==> src/rtl/fifo_arb_pkg.sv <==
// Shared types and width helpers for the FIFO write-port arbiter.
package fifo_arb_pkg;

    typedef enum logic {
        ARB_IDLE  = 1'b0,
        ARB_GRANT = 1'b1
    } arb_state_t;

    // $clog2 that never returns 0, so a 1-entry range still gets a 1-bit field.
    function automatic int unsigned safe_clog2(input int unsigned n);
        return (n <= 1) ? 1 : $clog2(n);
    endfunction

    // Burst counter must be able to hold the value MAX_BURST itself.
    function automatic int unsigned cnt_width(input int unsigned max_burst);
        return safe_clog2(max_burst + 1);
    endfunction

endpackage

==> src/rtl/rr_priority_picker.sv <==
// Combinational round-robin picker: first set request after ptr_i, wrapping.
module rr_priority_picker
    import fifo_arb_pkg::*;
#(
    parameter int unsigned NUM_REQ = 4,
    parameter int unsigned PTR_W   = safe_clog2(NUM_REQ)
) (
    input  logic [NUM_REQ-1:0] req_i,
    input  logic [PTR_W-1:0]   ptr_i,
    output logic [NUM_REQ-1:0] pick_o,
    output logic [PTR_W-1:0]   idx_o,
    output logic               any_o
);

    // Scan ptr+1, ptr+2, ... ptr+NUM_REQ (mod NUM_REQ); the pointer itself is checked last.
    always_comb begin
        int unsigned cand;
        logic [PTR_W-1:0] cand_idx;
        pick_o   = '0;
        idx_o    = '0;
        any_o    = 1'b0;
        cand     = 0;
        cand_idx = '0;
        for (int unsigned i = 1; i <= NUM_REQ; i++) begin
            cand     = (32'(ptr_i) + i) % NUM_REQ;
            cand_idx = PTR_W'(cand);
            if (!any_o && req_i[cand_idx]) begin
                any_o            = 1'b1;
                idx_o            = cand_idx;
                pick_o[cand_idx] = 1'b1;
            end
        end
    end

endmodule

==> src/rtl/fifo_wr_arbiter.sv <==
// Round-robin arbiter sharing one FIFO write port among NUM_REQ producers.
// A grant lasts until Last, MAX_BURST accepted words, or the owner drops valid.
module fifo_wr_arbiter
    import fifo_arb_pkg::*;
#(
    parameter int unsigned NUM_REQ   = 4,
    parameter int unsigned WIDTH     = 8,
    parameter int unsigned MAX_BURST = 4
) (
    input  logic                     i_clk,
    input  logic                     i_rst,
    input  logic [NUM_REQ-1:0]       i_Req_Valid,
    input  logic [NUM_REQ*WIDTH-1:0] i_Req_Data,
    input  logic [NUM_REQ-1:0]       i_Req_Last,
    output logic [NUM_REQ-1:0]       o_Req_Ready,
    input  logic                     i_Full,
    output logic                     o_WR_En,
    output logic [WIDTH-1:0]         o_WR_Data,
    output logic [NUM_REQ-1:0]       o_Grant,
    output logic                     o_Busy
);

    localparam int unsigned PtrW = safe_clog2(NUM_REQ);
    localparam int unsigned CntW = cnt_width(MAX_BURST);

    arb_state_t      state_q, state_d;
    logic [PtrW-1:0] ptr_q, ptr_d;
    logic [CntW-1:0] cnt_q, cnt_d;

    logic [NUM_REQ-1:0] pick;
    logic [PtrW-1:0]    pick_idx;
    logic               pick_any;

    logic g_valid;
    logic g_last;
    logic accept;

    rr_priority_picker #(
        .NUM_REQ (NUM_REQ),
        .PTR_W   (PtrW)
    ) u_picker (
        .req_i  (i_Req_Valid),
        .ptr_i  (ptr_q),
        .pick_o (pick),
        .idx_o  (pick_idx),
        .any_o  (pick_any)
    );

    // Output muxes: the pointer doubles as the granted index while in ARB_GRANT.
    always_comb begin
        o_Req_Ready = '0;
        o_WR_En     = 1'b0;
        o_WR_Data   = '0;
        o_Grant     = '0;
        o_Busy      = 1'b0;
        g_valid     = i_Req_Valid[ptr_q];
        g_last      = i_Req_Last[ptr_q];
        accept      = 1'b0;
        if (state_q == ARB_GRANT) begin
            o_Busy             = 1'b1;
            o_Grant            = NUM_REQ'(1) << ptr_q;
            o_Req_Ready[ptr_q] = ~i_Full;
            accept             = g_valid & ~i_Full;
            o_WR_En            = accept;
            for (int unsigned k = 0; k < NUM_REQ; k++) begin
                if (ptr_q == PtrW'(k)) begin
                    o_WR_Data = i_Req_Data[k*WIDTH +: WIDTH];
                end
            end
        end
    end

    // Next state: pick in IDLE, count accepted words and decide release in GRANT.
    always_comb begin
        state_d = state_q;
        ptr_d   = ptr_q;
        cnt_d   = cnt_q;
        unique case (state_q)
            ARB_IDLE: begin
                if (pick_any) begin
                    state_d = ARB_GRANT;
                    ptr_d   = pick_idx;
                    cnt_d   = '0;
                end
            end
            ARB_GRANT: begin
                if (accept) begin
                    cnt_d = cnt_q + CntW'(1);
                end
                // Owner going idle releases even under Full; Last only counts when accepted.
                if (!g_valid || (accept && g_last) ||
                    (accept && (cnt_q + CntW'(1) == CntW'(MAX_BURST)))) begin
                    state_d = ARB_IDLE;
                    cnt_d   = '0;
                end
            end
            default: state_d = ARB_IDLE;
        endcase
    end

    // State registers; reset leaves req0 as highest priority.
    always_ff @(posedge i_clk or posedge i_rst) begin
        if (i_rst) begin
            state_q <= ARB_IDLE;
            ptr_q   <= PtrW'(NUM_REQ - 1);
            cnt_q   <= '0;
        end else begin
            state_q <= state_d;
            ptr_q   <= ptr_d;
            cnt_q   <= cnt_d;
        end
    end

endmodule
==> config.mk <==
export PLATFORM = sky130hd
export DESIGN_NAME = fifo_wr_arbiter
export DESIGN_NICKNAME = d
export VERILOG_FILES = /design/src/rtl/fifo_arb_pkg.sv /design/src/rtl/rr_priority_picker.sv /design/src/rtl/fifo_wr_arbiter.sv
export SDC_FILE = /design/constraint.sdc
export NUM_CORES = 1
export LEC_CHECK = 0
export BUFFER_PORTS_ARGS = -buffer_cell sky130_fd_sc_hd__buf_2
export CAP_MARGIN = 30
export CORE_MARGIN = 1.5
export CORE_UTILIZATION = 44
export CTS_CLUSTER_DIAMETER = 40
export CTS_CLUSTER_SIZE = 40
export DETAILED_ROUTE_END_ITERATION = 10
export PLACE_DENSITY = 0.85
export SKIP_CTS_REPAIR_TIMING = 1
export SYNTH_ARGS = -nofsm -noshare
export SYNTH_HDL_FRONTEND = slang
export SYNTH_SLANG_ARGS = --single-unit
==> constraint.sdc <==
create_clock -name i_clk -period 5.05 [get_ports i_clk]
set_clock_uncertainty 0.05 [all_clocks]
set_input_delay 0 -clock i_clk [delete_from_list [all_inputs] [get_ports i_clk]]
set_output_delay 0 -clock i_clk [all_outputs]
set_load 0.01 [all_outputs]
* Yosys cells after proc, flatten, opt, wreduce, memory -nomap -nowiden
Cells that the tools add are included.
Storage, ports and cells: bits in registers 6, latch bits 0, bits in writable memories 0, ROM bits 0, input bits 43, output and inout port bits 18, logic and storage cells 78, memories kept 0
Operators by class: $add $sub $neg 5, $mul 0, div/mod/pow operators 0, magnitude comparators 6, eq/ne operators 6, shift operators 1, muxes and demuxes 38, bitwise gates (word level) 4, reduce and logical (&&, ||, !) cells 15
Operator list (count):
- $mux 8 | 5
- $lt 2x3->1 const B | 5
- $mux 1 | 15
- $bmux 1 s2 | 6
- $mux 3 | 3
- $mux 2 | 4
- $mux 4 | 2
- $logic_and 1x1->1 | 6
- $pmux 3 s2 | 1
- $add 2x1->2 const B | 2
- $add 2x2->2 const B | 2
- $and 4x4->4 | 1
- $eq 2x2->1 const B | 2
- $logic_not 1->1 | 4
- $reduce_and 2->1 | 2
- $shl 1x2->4 const A | 1
- $add 3x1->3 const B | 1
- $eq 3x3->1 const B | 1
- $ne 3x1->1 const B | 1
- $demux 1 s2 | 1
- $eq 2x1->1 const B | 1
- $ge 2x1->1 const B | 1
- $logic_not 2->1 | 1
- $logic_or 1x1->1 | 2
- 4 further kinds | 5

* Depth between registers and ports, before layout
depth in word-level cells 15, gate-level depth with buffers 8

* By module
Synthesis repeated with hierarchy kept, for this count alone.
Unflattened totals: cell total of the unflattened synthesis 143, area total of the unflattened synthesis 1342.5 sq um
Modules (own cells, without submodules):
- fifo_wr_arbiter | instances 1, cells an instance 57, area an instance 713.2 sq um, sequential area each 152.6 sq um
- rr_priority_picker | instances 1, cells an instance 86, area an instance 629.4 sq um, sequential area each 0.0 sq um

* Least setup slack after synthesis
Ideal clock, no wire load.
path type reg-to-reg, start point register ptr_q[0], end point register cnt_q[0], library setup time 125 ps, arrival time 2443 ps, data required time 4875 ps, slack 2432 ps, stages on the path, launching flop included 8, cells stage by stage dfstp_2 buf_6 inv_1 ha_1 mux4_2 or4_1 o21ai_2 mux2_2
On the way: longest elaborated chain between the ends 15, elaborated cells on any way between the ends 38
Ends and longest elaborated chain:
- from (decl) | line fifo_wr_arbiter.sv:27 | logic [PtrW-1:0] ptr_q, ptr_d;
- from (signal assigned) | line fifo_wr_arbiter.sv:105 | ptr_q <= PtrW'(NUM_REQ - 1);
- from (signal assigned) | line fifo_wr_arbiter.sv:109 | ptr_q <= ptr_d;
- $add 2x1->2 | line rr_priority_picker.sv:25 | cand = (32'(ptr_i) + i) % NUM_REQ;
- $bmux 1 s2 | line rr_priority_picker.sv:27 | if (!any_o && req_i[cand_idx]) begin
- $mux 1 (not written as such) | line rr_priority_picker.sv:27
- $mux 1 | line rr_priority_picker.sv:27
- $logic_not 1->1 | line rr_priority_picker.sv:27
- $logic_and 1x1->1 | line rr_priority_picker.sv:27
- $mux 1 | line rr_priority_picker.sv:27
- $logic_not 1->1 | line rr_priority_picker.sv:27
- $logic_and 1x1->1 | line rr_priority_picker.sv:27
- $mux 1 | line rr_priority_picker.sv:27
- $logic_not 1->1 | line rr_priority_picker.sv:27
- $logic_and 1x1->1 | line rr_priority_picker.sv:27
- $mux 1 | line rr_priority_picker.sv:27
- $ne 2x2->1 (no line)
- $reduce_and 2->1 (no line)
- to (signal assigned) | line fifo_wr_arbiter.sv:110 | cnt_q <= cnt_d;
- to (decl) | line fifo_wr_arbiter.sv:28 | logic [CntW-1:0] cnt_q, cnt_d;
Several ways; a longest one is shown, not always the timed one. The select of a mux whose other input is x is not followed. A chain may end at the register's enable or synchronous reset.

* Final worst setup path
Ends and elaborated chain as after synthesis.

==> impl_results.md <==
- Outcome: finished, final reports clean
- Worst min path class: input port to flop
- Met3 WL: about 130 µm
- # port buffers: 60
- Router iterations before antenna repair: 4
- RSZ-0062 raised after global routing: no
- Cts bufs inserted: 3
- Worst path required time: 5140 ps
- Clock sinks: 6
- Nets: around 210
- Post-Syn Instances: 106
- Crit start category: flop
- Main synth FF type: dfrtp_1
- Die area: around 0.0023 mm²
- Hold Fails Final Rpt: 0
- Fmax: roughly 0.36 GHz
- Worst vdd ir: a little over 0.4 mV
- YS warnings: 0
- Comb pwr share: between 70 and 80%
- Syn Nets: 155
- Initial drt markers: 24
- Sw frac: 48.4%
- Post-DP HPWL: a little under 2 mm
- Slowest stage delay, CP: ~670 ps
- CP Cell Sequence: inv_1 > ha_1 > mux4_2 > or4_1 > o21ai_2 > mux2_2
- Post-synthesis cell area: slightly below 900 µm²
- CP max-delay cell: dfstp_2
- Min-Delay Startpoint: i_Full
- Ys async rst share: between 90% and 100%
- CTS max path bufs: 2
- Pwr/cell area: approximately 570 mW/mm²
- Distinct cells, synth: 25
- Io pins: 61
- Chip Width: 47.6 µm
- Final period demand of the worst path: approximately 2800 ps
- Vias/cell: about 5.3
- Highest metal used: met4
- Syn_area_per_cell: 8.27 µm²
- CP Capture Type: flop
- CORE AREA: between 0.0015 and 0.002 mm²
- Worst-path clk slew: ~50 ps
- Worst-Margin Slew: approximately 620 ps
- GRT Util Overall: between 20% and 30%
- Switching pwr: between 0.3 and 0.4 mW
- Flop pwr share: 15.5%
- EDFF count, synth: 0
- # DRC: 0
- Crit-path max FO: 10
- Clock Latency Late Sink: between 200 and 300 ps
- DR WL/cell: approximately 13 µm
- CP arrival: 2890 ps
- Root buf cell: clkbuf_4
- Ant. Diodes: 0
- CTS tree: yes
- CP Class: flop to flop
- Largest net degree at the start of global routing: 19
- Cell internal pwr: 0.355 mW
- WL met2: roughly 1.2 mm
- Vias in the first global route: 873
- R2R Path Start: ptr_q[0]$_DFFE_PP1P_
- Die Ht: approximately 48 µm
- Setup TNS: 0 ps
- Leak: around 0.65 nW
- Final Max Tran Viols: 0
- Initial antenna violation count: 0
- Fraction of layout cells with a size suffix above 1: ~46%
- Seq/Total Area, Yosys: between 15 and 20%
- Final setup vio count: 0
- Gr ovfl total: 0
- H-tree level count: 1
- Routed WL: ~2.5 mm
- Max_slew headroom: between 50% and 60%
- Met1 WL: approximately 1.1 mm
- Num rows: 15
- Critical path startpoint: ptr_q[0]$_DFFE_PP1P_
- Vias after detailed routing: between 1000 and 1500
- Tcrit/Tclk final: a little under three fifths
- Layout area overhead: 38.1%
- First-pass GRT wire length: 3.56 mm
- Final ANT Viol Nets: 0
- MaxCap Viol Count: 0
- Initial Util: between 40% and 50%
- R2r setup slk: roughly 2200 ps
- Synth Register Bits: 6
- Clock Power Share: under 10%
- Final Wtd Congestion: approximately 0.8
- Final Util: between 60% and 70%
==> final timing paths <==
path                                         to  cells after the start
setup / recovery           cnt_q[0]$_DFFE_PP0P_                      6
hold / removal                state_q$_DFF_PP0_                      5
setup reg to reg           cnt_q[0]$_DFFE_PP0P_                      6
hold reg to reg            cnt_q[2]$_DFFE_PP0P_                      1
max in group asynchronous  ptr_q[1]$_DFFE_PP1P_                      3
min in group asynchronous  cnt_q[1]$_DFFE_PP0P_                      3
==> cell type report <==
class	instances	area (µm²)
sequential	6	153
clock buffer	4	26.3
inverter	16	60.1
timing repair buffer	61	310
fill	158	591
multi-input combinational	77	631
tap	25	31.3
==> worst max-delay path, delay by kind of cell (launching register included) <==
family                     cells  cell delay [ps]
muxes                          2              710
DFF                            1              670
adders and majority gates      1              390
and+or+nand+nor                1              530
AOI/OAI and AO/OA              1              190
buffers and inverters          1              150
==> metrics by stage <==
step | cells | power, mW | hold slack, ps | setup WS, ps | cell area (µm²)
floorplan | 106 | 0.493 | -260 | 2430 | 877
global placement | 184 | 0.612 | -125 | 2340 | 1170
detailed placement | 184 | 0.632 | -121 | 2250 | 1170
CTS | 188 | 0.687 | -394 | 2250 | 1200
global route | 189 | 0.747 | 129 | 2130 | 1210
finish | 189 | 0.689 | 100 | 2250 | 1210
==> synth_stat cells, drive strengths merged, types with 4 or more instances <==
cell    number  share of area (%)
inv         15                6.4
a21oi       10                5.7
a221oi      10                 10
nand2       10                4.3
a211o        8                8.0
and2         8                5.7
clkbuf       6                2.6
ha           6                8.6
mux4         5                 13
dfrtp        4                 11
mux2         4                5.1
==> power by group through the flow <==
stage	Clock, mW	Sequential [mW]	Combinational [mW]
after floorplan	0	0.0927	0.400
after global placement	0	0.106	0.506
after detailed placement	0	0.109	0.523
after CTS	0.0527	0.108	0.526
after global routing	0.0548	0.112	0.581
final	0.0521	0.107	0.529
==> flip-flops by register name, summed over array words and instances (netlist names) <==
register / count
cnt_q: 3
ptr_q: 2
state_q: 1
==> cells in the final DEF (no fill, tap or decap) <==
master	instances
mux2_2	4
inv_1	15
nand2_1	10
or4_1	1
o22ai_1	1
mux4_2	5
dfstp_2	2
and2_1	8
buf_2	60
dfrtp_1	4
clkinv_1	1
a22o_1	1
or4b_1	1
nor2b_1	3
clkbuf_1	1
nor2_1	3
clkbuf_4	3
a221oi_1	10
o21ai_0	2
nand3_1	1
xnor2_1	1
o31ai_1	1
a211o_1	8
ha_1	6
o21ai_2	1
dlygate4sd3_1	1
a21oi_1	10
==> cell families after synthesis <==
kind of cell	after synthesis	synth area share, %
XOR/XNOR	1	0.999
adder cells (fa/ha/maj)	6	8.56
AO/OA/AOI/OAI	34	28.4
multiplexers	9	18.0
AND/OR/NAND/NOR	27	16.0
flip-flops	6	17.4
buffers and inverters	23	10.7
==> metal layers <==
metal	global-route usage (%)	vias up
met5	0	-
met4	6.49	0
met3	4.15	4
met2	37.8	43
met1	27.9	450
li1	-	507
Note: power is estimated with default switching activity, not from simulation.
